**config.mk**
```make
export PLATFORM = sky130hd
export DESIGN_NAME = genevr_reg_bus_arbiter
export DESIGN_NICKNAME = d
export VERILOG_FILES = /design/src/rtl/genevr_reg_arb_pkg.sv /design/src/rtl/genevr_rr_arbiter.sv /design/src/rtl/genevr_reg_bus_arbiter.sv
export SDC_FILE = /design/constraint.sdc
export NUM_CORES = 1
export LEC_CHECK = 0
export ABC_CLOCK_PERIOD_IN_PS = 1400
export CAP_MARGIN = 15
export CORE_ASPECT_RATIO = 0.5
export CORE_MARGIN = 2
export CORE_UTILIZATION = 38
export DETAILED_ROUTE_END_ITERATION = 6
export HOLD_SLACK_MARGIN = 0.15
export MAX_ROUTING_LAYER = met4
export PLACE_DENSITY = 0.86
export SYNTH_ARGS = -nofsm -noshare
export SYNTH_HDL_FRONTEND = slang
export SYNTH_SLANG_ARGS = --single-unit
```
**constraint.sdc**
```tcl
create_clock -name clk -period 1.4 [get_ports clk]
set_input_delay 0.35 -clock clk [delete_from_list [all_inputs] [get_ports clk]]
set_output_delay 0.35 -clock clk [all_outputs]
set_load 0.1 [all_outputs]
```
**src/rtl/genevr_reg_arb_pkg.sv**
```systemverilog
// Shared types and helpers for the genevr register bus arbiter.
package genevr_reg_arb_pkg;

  // Arbiter FSM states.
  typedef enum logic [1:0] {
    IDLE  = 2'd0,
    REQ   = 2'd1,
    DRAIN = 2'd2
  } state_t;

  // Read data returned to a master whose transaction timed out.
  localparam logic [31:0] REG_ERR_DATA = 32'hdead_beef;

  // Width of a binary index able to hold 0..n-1 (at least 1 bit).
  function automatic int idx_width(input int n);
    return (n <= 2) ? 1 : $clog2(n);
  endfunction

endpackage

```
**src/rtl/genevr_rr_arbiter.sv**
```systemverilog
// Combinational round-robin pick: the first requester at or after rr_ptr,
// searching circularly. Produces a one-hot grant, its binary index and any_req.
module genevr_rr_arbiter #(
  parameter int NUM_MASTERS = 2,
  parameter int IDX_W       = 1
) (
  input  logic [NUM_MASTERS-1:0] req,
  input  logic [IDX_W-1:0]       rr_ptr,
  output logic [NUM_MASTERS-1:0] grant_oh,
  output logic [IDX_W-1:0]       grant_idx,
  output logic                   any_req
);

  logic found;
  int   cand;

  // Walk the circular order starting at rr_ptr and take the first requester.
  always_comb begin
    // NOTE: every variable gets a default before the search so no path leaves
    // a value held over from a previous evaluation (that would infer a latch).
    grant_oh  = '0;
    grant_idx = '0;
    any_req   = |req;
    found     = 1'b0;
    cand      = 0;
    for (int k = 0; k < NUM_MASTERS; k++) begin
      cand = int'(rr_ptr) + k;
      if (cand >= NUM_MASTERS) cand = cand - NUM_MASTERS;
      for (int i = 0; i < NUM_MASTERS; i++) begin
        if (!found && req[i] && (cand == i)) begin
          found       = 1'b1;
          grant_oh[i] = 1'b1;
          grant_idx   = IDX_W'(i);
        end
      end
    end
  end

endmodule

```
**src/rtl/genevr_reg_bus_arbiter.sv**
```systemverilog
// Shares the single genevr register bus between NUM_MASTERS requesters.
// Round-robin grant, one outstanding transaction, and the held slave ack is
// drained before the bus is granted again.
// Optional no-ack timeout: define GENEVR_REG_ARB_TIMEOUT_EN to build the
// timeout counter; without it REQ waits indefinitely and m_err is tied low.
module genevr_reg_bus_arbiter
  import genevr_reg_arb_pkg::*;
#(
  parameter int NUM_MASTERS    = 2,
  parameter int AXI_DATA_WIDTH = 32,
  parameter int AXI_ADDR_WIDTH = 23,
  parameter int TIMEOUT_CYCLES = 256
) (
  input  logic                                  clk,
  input  logic                                  reset,
  input  logic [NUM_MASTERS-1:0]                m_req,
  input  logic [NUM_MASTERS-1:0]                m_rd_wr_L,
  input  logic [NUM_MASTERS*AXI_ADDR_WIDTH-1:0] m_addr,
  input  logic [NUM_MASTERS*AXI_DATA_WIDTH-1:0] m_wr_data,
  output logic [NUM_MASTERS-1:0]                m_ack,
  output logic [AXI_DATA_WIDTH-1:0]             m_rd_data,
  output logic                                  m_err,
  output logic                                  reg_req_out,
  output logic                                  reg_rd_wr_L_out,
  output logic [AXI_ADDR_WIDTH-1:0]             reg_addr_out,
  output logic [AXI_DATA_WIDTH-1:0]             reg_wr_data_out,
  input  logic                                  reg_ack_in,
  input  logic [AXI_DATA_WIDTH-1:0]             reg_rd_data_in
);

  localparam int AW    = AXI_ADDR_WIDTH;
  localparam int DW    = AXI_DATA_WIDTH;
  localparam int IDX_W = idx_width(NUM_MASTERS);

  // Reject configurations the arbiter cannot serve at elaboration time.
  if (NUM_MASTERS < 2 || TIMEOUT_CYCLES < 2) begin : g_param_check
    $error("genevr_reg_bus_arbiter: NUM_MASTERS and TIMEOUT_CYCLES must be >= 2");
  end

  state_t                 state;
  logic [IDX_W-1:0]       rr_ptr;
  logic [IDX_W-1:0]       grant_q;
  logic [IDX_W-1:0]       next_ptr;
  logic [NUM_MASTERS-1:0] pick_oh;
  logic [IDX_W-1:0]       pick_idx;
  logic                   pick_any;
  logic [NUM_MASTERS-1:0] ack_vec;
  logic                   sel_rw;
  logic [AW-1:0]          sel_addr;
  logic [DW-1:0]          sel_wd;

`ifdef GENEVR_REG_ARB_TIMEOUT_EN
  localparam int CNT_W = idx_width(TIMEOUT_CYCLES);
  logic [CNT_W-1:0] to_cnt;
`else
  assign m_err = 1'b0;
`endif

  genevr_rr_arbiter #(
    .NUM_MASTERS (NUM_MASTERS),
    .IDX_W       (IDX_W)
  ) u_rr_arbiter (
    .req       (m_req),
    .rr_ptr    (rr_ptr),
    .grant_oh  (pick_oh),
    .grant_idx (pick_idx),
    .any_req   (pick_any)
  );

  // Select the picked master's request fields (one-hot OR mux).
  always_comb begin
    sel_rw   = 1'b0;
    sel_addr = '0;
    sel_wd   = '0;
    for (int i = 0; i < NUM_MASTERS; i++) begin
      if (pick_oh[i]) begin
        sel_rw   = m_rd_wr_L[i];
        sel_addr = m_addr[i*AW +: AW];
        sel_wd   = m_wr_data[i*DW +: DW];
      end
    end
  end

  // Completion pulse pattern for the granted master and the post-grant pointer.
  always_comb begin
    ack_vec = '0;
    for (int i = 0; i < NUM_MASTERS; i++) begin
      ack_vec[i] = (grant_q == IDX_W'(i));
    end
    next_ptr = (grant_q == IDX_W'(NUM_MASTERS - 1)) ? '0 : grant_q + 1'b1;
  end

  // Arbiter FSM: grant in IDLE, hold the bus in REQ, wait out the ack in DRAIN.
  always_ff @(posedge clk) begin
    if (reset) begin
      state           <= IDLE;
      rr_ptr          <= '0;
      grant_q         <= '0;
      m_ack           <= '0;
      m_rd_data       <= '0;
      reg_req_out     <= 1'b0;
      reg_rd_wr_L_out <= 1'b0;
      reg_addr_out    <= '0;
      reg_wr_data_out <= '0;
`ifdef GENEVR_REG_ARB_TIMEOUT_EN
      m_err           <= 1'b0;
      to_cnt          <= '0;
`endif
    end else begin
      // NOTE: non-blocking assignments throughout so every register updates
      // from the values present before the edge, independent of statement order.
      m_ack <= '0;
`ifdef GENEVR_REG_ARB_TIMEOUT_EN
      m_err <= 1'b0;
`endif
      unique case (state)
        IDLE: begin
          if (pick_any) begin
            grant_q         <= pick_idx;
            reg_rd_wr_L_out <= sel_rw;
            reg_addr_out    <= sel_addr;
            reg_wr_data_out <= sel_wd;
            reg_req_out     <= 1'b1;
            state           <= REQ;
`ifdef GENEVR_REG_ARB_TIMEOUT_EN
            to_cnt          <= '0;
`endif
          end
        end
        REQ: begin
          if (reg_ack_in) begin
            m_rd_data   <= reg_rd_data_in;
            m_ack       <= ack_vec;
            reg_req_out <= 1'b0;
            rr_ptr      <= next_ptr;
            state       <= DRAIN;
          end
`ifdef GENEVR_REG_ARB_TIMEOUT_EN
          else if (to_cnt == CNT_W'(TIMEOUT_CYCLES - 1)) begin
            m_rd_data   <= DW'(REG_ERR_DATA);
            m_err       <= 1'b1;
            m_ack       <= ack_vec;
            reg_req_out <= 1'b0;
            rr_ptr      <= next_ptr;
            state       <= DRAIN;
          end else begin
            to_cnt <= to_cnt + 1'b1;
          end
`endif
        end
        DRAIN: begin
          if (!reg_ack_in) state <= IDLE;
        end
        default: state <= IDLE;
      endcase
    end
  end

endmodule

```
Word-level counts from Yosys, hierarchy flattened

Cells that the tools add are included.

Logic and storage cells: 69
Output and inout port bits: 92
Register bits: 95
Bits of input ports: 149

Equal/unequal tests: 7
Magnitude comparators: 2
Muxes and demuxes: 24
Add/subtract/negate cells: 4
Reduce and logical (&&, ||, !) cells: 20
Bitwise operators: 3

Operators by type and width:

| cell                                                                    | number |
|---|---|
| 32-bit two-way mux                                                      | 4 |
| 32-bit by 2-bit equality test with 1-bit output (second input constant) | 2 |
| 32-bit zero test                                                        | 2 |
| 23-bit two-way mux                                                      | 2 |
| 32-bit by 3-bit >= comparator with 1-bit output (second input constant) | 1 |
| 32-bit by 3-bit subtractor with 32-bit output (second input constant)   | 1 |
| 1-bit two-way mux                                                       | 13 |
| 1-bit logical AND                                                       | 7 |
| 2-bit two-way mux                                                       | 3 |
| 2-bit inequality test (second input constant)                           | 3 |
| 2-bit case mux with 3 select lines                                      | 1 |
| 3-bit AND reduction                                                     | 2 |
| 2-bit AND reduction                                                     | 2 |
| 1-bit zero test                                                         | 3 |
| 1-bit inverter                                                          | 3 |
| 3-bit OR reduction                                                      | 1 |
| 1-bit by 2-bit subtractor with 3-bit output (second input constant)     | 1 |
| 1-bit by 1-bit adder with 2-bit output (second input constant)          | 1 |
| 2-bit by 1-bit equality test with 1-bit output (second input constant)  | 1 |
| 2-bit equality test (second input constant)                             | 1 |
| 1-bit by 2-bit >= comparator with 1-bit output (second input constant)  | 1 |
| 2-bit zero test                                                         | 1 |
| 1-bit case mux with 2 select lines                                      | 1 |
| 2-bit nonzero test                                                      | 1 |
| other kinds (2)                                                         | 2 |

Longest topological paths before layout

Gate-level depths: netlist of the first run.

Depth in word-level cells: 18
Gate-level depth with buffers: 6
Gate-level depth less buffers: 3

Cells and area by module

Synthesis of the first run repeated with hierarchy kept, for this count alone.

Cells, all modules: 431
Area total of the unflattened synthesis: 3998.8 µm²

By module, submodules not included:

| module                 | sequential area each (µm²) | cells an instance | area an instance (µm²) | instances |
|---|---|---|---|---|
| genevr_reg_bus_arbiter | 1901.8                     | 426               | 3966.3                 | 1 |
| genevr_rr_arbiter      | 0.0                        | 5                 | 32.5                   | 1 |

Worst setup path before layout of the first run

No wires, ideal clock.

Path type: reg2reg
Start point: register reg_addr_out[16] (netlist name)
End point: register reg_addr_out[16]
Cell stages (with the launch flop): 3
Buffers on the path: 0
Arrival: 1.238 ns
Library setup time: 0.074 ns
Required time: 1.326 ns
Clock period less this slack: 1.312 ns
Slack: 0.088 ns
Cell sequence: dfxtp_1 > o21ai_1 > a31oi_1

RTL lines:

| element                | line                          | RTL |
|---|---|---|
| end signal: assignment | genevr_reg_bus_arbiter.sv:121 | `reg_addr_out <= sel_addr;` |
| end: declaration       | genevr_reg_bus_arbiter.sv:25  | `output logic [AXI_ADDR_WIDTH-1:0] reg_addr_out,` |

Worst setup path after layout of the first run

Start point: register state[0]
End point: register reg_addr_out[20]

Longest elaborated chain between the ends: 2

Ends and longest elaborated chain:

| element                              | line                          | RTL |
|---|---|---|
| start: declaration                   | genevr_reg_bus_arbiter.sv:40  | `state_t state;` |
| start signal: assignment             | genevr_reg_bus_arbiter.sv:96  | `state <= IDLE;` |
| start signal: assignment             | genevr_reg_bus_arbiter.sv:124 | `state <= REQ;` |
| start signal: assignment             | genevr_reg_bus_arbiter.sv:136 | `state <= DRAIN;` |
| 2-bit zero test                      | genevr_reg_bus_arbiter.sv:116 | `unique case (state)` |
| 2-bit AND reduction (no source line) | -                             |  |

No other way between the ends.
A chain may end at the register's enable or synchronous reset.

==> results.yml, run 1 <==
clock_tree:
  cts_tree: "yes"
  clkLatencyLatePin_ps: 340
  cts_made_buffers: 9
  max-clock-path-buffers: 2
  clock_sinks: 95
  clockRootBuffer: "clkbuf_16"
  clock_tree.htree_level_count: 3
  path_clk_slew_ps: 70
worst_hold_path:
  hold_crit_depth: 1
  hold_path_end: "m_ack[0]$_SDFF_PP0_"
  min_path_type: "reg2reg"
  source_of_the_worst_hold_timing_path: "grant_q$_SDFFE_PP0P_"
finish:
  area_growth_pct: 101
  finish.net_count: 869
  post-route-cell-area_mm2: 0.00811
  finalCoreUtilization_pct: 78.9
  layout_commonest_cell: "clkdlybuf4s50_1"
  mostFrequentLayoutCells: "145 x clkdlybuf4s50_1, 104 x buf_12, 93 x dfxtp_1"
  final_layout_size_suffix_gt1_share_pct: 23.3
  stdcell_count: 866
synthesis:
  total_nets_after_synthesis: 647
  post_synth_instance_area_mm2: 0.00404
  ys.flop_type: "dfxtp_1"
  netlist-cell-type-count: 27
  yosys_warnings: 0
  ys_seq_elements: 95
  yosysSeqAreaShare_pct: 47.1
  synth-edff-count: 0
  syn_avg_cell_area_um2: 8.11
  syn-instance-count: 498
  asyncSetResetFlopFracSynth_pct: 0
place:
  post-place-ws_ps: -216
  place_inst: 841
  placed_area_mm2: 0.00751
  port-buffer-count: 239
  place.gp.congestion: 0.849
  place_hpwl_um: 11700
global_routing:
  grt-ovfl-total: 0
  grt_pass1_vias: 4990
  gr-usage-all-layers_pct: 30.5
  wire_length_of_the_first_global_routing_pass_um: 26900
  grt_start_max_net_pins: 65
  number_of_antenna_violations_at_the_first_check_in_global_routing: 2
critical_path:
  worst-path-max-fanout: 8
  crit_path_end_kind: "flop"
  crit-reg2reg-launch: "state[0]$_SDFFE_PP0P_"
  reg2regPathDepth: 6
  ff2ff_setup_slack_ps: -150
  criticalPathCategory: "reg2reg"
  reg2reg_to: "reg_addr_out[20]$_SDFFE_PP0P_"
  worst_ep_required_time_ps: 1640
  setup.worst_path.start_class: "flop"
  arrival_ps: 1800
sta:
  layout_min_cycle_time_ps: 1550
  finalClockSkew_ps: 5.02
  min_period_over_period_pct: 111
  finalMaxSlewViolations: 0
  timing.final.setup_violations: 45
  final.setup.worst_slack_ps: -152
  fmax_mhz: 644
  rsz0062_at_grt: "yes"
  final_hold_viol_count: 0
floorplan:
  coreArea_mm2: 0.0103
  boundaryPins: 241
  die-width_um: 150
  number_of_standard_cell_rows_in_the_floorplan: 26
  chipHeight_um: 76.9
  die_area_mm2: 0.0115
  initial_core_util_pct: 39.3
drt:
  routed-via-count: 5393
  drt_drc_violations_left: 0
  drt_first_iter_violations: 504
  drt_pre_antenna_iters: 5
  detail-route-antenna-nets: 0
  vias_per_cell: 6.23
  wirelength_um: 20000
  wl_per_cell_um: 23.1
run_status:
  run_status: "complete, but fails checks"
  violations: "setup timing"
pwr:
  report.power.total_w: 0.00970
  pwr_density_cell_mw_per_mm2: 1200
  ir_worst_vdd_mv: 0.694
  total_leakage_power_nw: 2.93
flow_run:
  max_cap_violations: 0
==> flip-flops by register name, summed over array words and instances, names as in the netlist <==
signal           cells
reg_addr_out        23
reg_req_out          1
reg_wr_data_out     32
rr_ptr               1
state                2
m_ack                2
grant_q              1
reg_rd_wr_L_out      1
m_rd_data           32
==> cells by family after synthesis <==
logic type	synth area share, %
simple gates	23.5
compound gates	20.5
flops	47.1
buf+inv	8.40
xor+xnor	0.217
mux	0.248
other cells	0.0929
==> area by class of cell <==
class / instances / area (um2)
timing repair buffer: 273 / 3810
clock buffer: 9 / 225
multi-input combinational: 340 / 1910
fill: 543 / 2170
tap: 140 / 175
clock inverter: 6 / 68.8
antenna: 2 / 5.00
sequential: 95 / 1900
inverter: 1 / 3.75
==> worst max-delay path by stage <==
stage	start	to	slack [ps]	cells past startpoint
after global routing	state[0]$_SDFFE_PP0P_	reg_addr_out[20]$_SDFFE_PP0P_	-180	6
after global placement	reg_ack_in	m_rd_data[10]$_SDFFE_PP0N_	-120	5
after detailed placement	reg_ack_in	m_rd_data[14]$_SDFFE_PP0N_	-220	5
after CTS	state[1]$_SDFFE_PP0P_	reg_wr_data_out[10]$_SDFFE_PP0P_	9	4
after floorplan	reg_addr_out[16]$_SDFFE_PP0P_	reg_addr_out[16]$_SDFFE_PP0P_	90	2
final	state[0]$_SDFFE_PP0P_	reg_addr_out[20]$_SDFFE_PP0P_	-150	6
==> synth_stat cells, drive strengths merged (2+ instances only) <==
cell type	number	area, um2
a21oi	34	170
nor3	2	10.0
nand2	65	244
o21ai	57	285
a31oi	56	350
buf	39	249
nand4	56	350
clkbuf	23	86.3
dfxtp	95	1900
nor2	3	13.8
nand3	56	280
==> report_power, final <==
group          switching, W  internal [W]
logic               0.00243       0.00161
registers          0.000239       0.00291
clock network       0.00111       0.00139
==> metal layers <==
layer / up-vias / part of all wire, % / wire, um / global-route usage, %
met5: - / 0 / 0 / -
met4: 0 / 6.6 / 1320 / 13.5
met3: 129 / 8.1 / 1630 / 5.95
met2: 411 / 49 / 9790 / 53.3
met1: 2566 / 36 / 7310 / 34.0
li1: 2287 / - / - / -
==> critical path, cell delays in order, from the launching register on <==
cell	delay, ps
dfxtp_2	340
buf_6	130
a211oi_4	280
buf_12	210
clkbuf_16	170
nand3_1	70
a31oi_1	240
==> per-stage QoR <==
stage	setup TNS, ps	hold WS (ps)
after floorplan	0	401
after global placement	-3560	410
after detailed placement	-6010	417
after CTS	0	425
after global routing	-3630	464
final	-1730	428
==> what timing repair did <==
item                       in CTS  in global routing
hold buffers                    0                  0
setup endpoints to repair       4                 35
gates resized for setup         4                 30
pin swaps                       0                 30
buffers inserted                0                  2
gates cloned                    0                  6
No activity file was read; power rests on OpenSTA's default activity.
==> inputs of run 2 (changes only) <==
Settings changed: ABC_CLOCK_PERIOD_IN_PS 1400 to not set, CORE_UTILIZATION 38 to 44, DONT_BUFFER_PORTS set to 1, PLACE_DENSITY 0.86 to 0.64.
==> results.yml, run 2 (synthesis results as in run 1) <==
run_status:
  run_status: "finished clean"
finish:
  finalCoreUtilization_pct: 58.4
  n_antenna_cell: 0
  finish.net_count: 703
  final_layout_size_suffix_gt1_share_pct: 22.9
  stdcell_count: 676
  layout_commonest_cell: "dfxtp_1"
  area_growth_pct: 27.2
  mostFrequentLayoutCells: "95 x dfxtp_1, 94 x buf_4, 65 x nand2_1"
  reg_top3: "m_rd_data x32, reg_wr_data_out x32, reg_addr_out x23"
floorplan:
  die_area_mm2: 0.0100
  coreArea_mm2: 0.00880
  initial_core_util_pct: 45.9
  die-width_um: 139
  number_of_standard_cell_rows_in_the_floorplan: 24
  boundaryPins: 241
  chipHeight_um: 71.7
clock_tree:
  path_clk_slew_ps: 70
  clkLatencyLatePin_ps: 330
  postCtsSetupBuffers: 0
  clock_tree.htree_level_count: 3
  cts_made_buffers: 9
  max-clock-path-buffers: 2
  clockRootBuffer: "clkbuf_16"
  cts_tree: "yes"
  clock_sinks: 95
worst_hold_path:
  hold_path_end: "reg_addr_out[19]$_SDFFE_PP0P_"
  min_path_type: "in2reg"
  source_of_the_worst_hold_timing_path: "reset"
  hold_crit_depth: 1
sta:
  layout_min_cycle_time_ps: 1340
  fmax_mhz: 747
  finalMaxSlewViolations: 0
  timing.final.setup_violations: 0
  finalHoldWorstSlack_ps: 80.2
  finalClockSkew_ps: 3.98
  final_hold_viol_count: 0
  rsz0062_at_grt: "no"
  finalSetupTns_ps: 0
  min_period_over_period_pct: 95.6
drt:
  vias_per_cell: 6.02
  drt_pre_antenna_iters: 5
  wl_per_cell_um: 18.0
  wirelength_um: 12200
  routed-via-count: 4067
  drt_drc_violations_left: 0
  drt_first_iter_violations: 327
  detail-route-antenna-nets: 0
pwr:
  pwr_density_cell_mw_per_mm2: 1610
  total_leakage_power_nw: 1.91
  ir_worst_vdd_mv: 0.720
global_routing:
  grt_pass1_vias: 3657
  wire_length_of_the_first_global_routing_pass_um: 19200
  grt-ovfl-total: 0
  grt_start_max_net_pins: 96
  number_of_antenna_violations_at_the_first_check_in_global_routing: 0
  gr-usage-all-layers_pct: 24.3
critical_path:
  crit-reg2reg-launch: "state[0]$_SDFFE_PP0P_"
  setup.worst_path.start_class: "flop"
  reg2regPathDepth: 5
  stage_delay_of_the_slowest_cell_on_the_critical_path_ps: 350
  worst_path_dominant_cell_family: "flip-flops"
  crit_path_cell_trace: "buf_4"
  worst-path-max-fanout: 2
  ff2ff_setup_slack_ps: 90
  crit_path_end_kind: "output port"
  arrival_ps: 990
  critical-path-slowest-cell: "dfxtp_1"
  cp_num_buf_inv: 1
  reg2reg_to: "reg_addr_out[22]$_SDFFE_PP0P_"
  worst_ep_required_time_ps: 1050
  criticalPathCategory: "reg2out"
place:
  port-buffer-count: 0
  place.gp.congestion: 0.802
  place_hpwl_um: 8000
  place_inst: 660
flow_run:
  max_cap_violations: 0
run 2: cell count changes in the layout (fill, tap and decap cells not counted), moves of 3 or more:
cell             change
clkdlybuf4s50_1    -145
buf_12              -94
buf_4               +82
nand3_1             +12
nand3_2             -12
clkbuf_16            -5
o21ai_1              +4
o21ai_2              -4
buf_2                -3
run 2: worst max path at each step:
stage                             startpoint                          endpoint  slack (ps)  cells past startpoint
2_1_floorplan  reg_addr_out[16]$_SDFFE_PP0P_     reg_addr_out[16]$_SDFFE_PP0P_          90                      2
5_1_grt                state[0]$_SDFFE_PP0P_  reg_wr_data_out[15]$_SDFFE_PP0P_           6                      5
3_5_place_dp                        m_req[1]     reg_addr_out[17]$_SDFFE_PP0P_          90                      4
6_report       reg_addr_out[16]$_SDFFE_PP0P_                  reg_addr_out[16]          60                      1
3_3_place_gp                        m_req[1]     reg_addr_out[12]$_SDFFE_PP0P_         120                      4
4_1_cts        reg_addr_out[16]$_SDFFE_PP0P_                  reg_addr_out[16]          40                      1
run 2: where the power goes:
part           total [W]  switching (W)  internal [W]
Combinational    0.00268        0.00208      0.000602
Clock            0.00262        0.00104       0.00158
Sequential       0.00298      0.0000736       0.00291
run 2: cell type report:
type                    instances  area [um2]
fillers                       800        3660
clock inverters                 6        93.8
well taps                     117         146
flip-flops and latches         95        1900
multi-input cells             340        1820
repair buffers                107         940
clock buffers                  10         229
inverters                       1        3.75
run 2: metrics by stage:
stage	power, W	cell area, um2	setup WS (ps)
2_1_floorplan	0.00525	4040	88.0
3_3_place_gp	0.00569	4800	115
3_5_place_dp	0.00571	4800	91.7
4_1_cts	0.00833	5120	40.5
5_1_grt	0.00859	5140	6.28
6_report	0.00829	5140	61.2
run 2: repair_timing:
| action | in CTS | in global routing |
|---|---|---|
| setup endpoints to repair | 0 | 4 |
| resized for setup | 0 | 4 |
| endpoints found under the hold margin | 95 | 95 |
run 2: metal layers:
layer	part of all wire (%)	up-vias	track usage, %
met3	8.2	18	5.41
met1	44	1896	32.1
li1	-	1946	-
met4	1.3	0	6.96
met5	0	-	-
met2	47	207	37.8
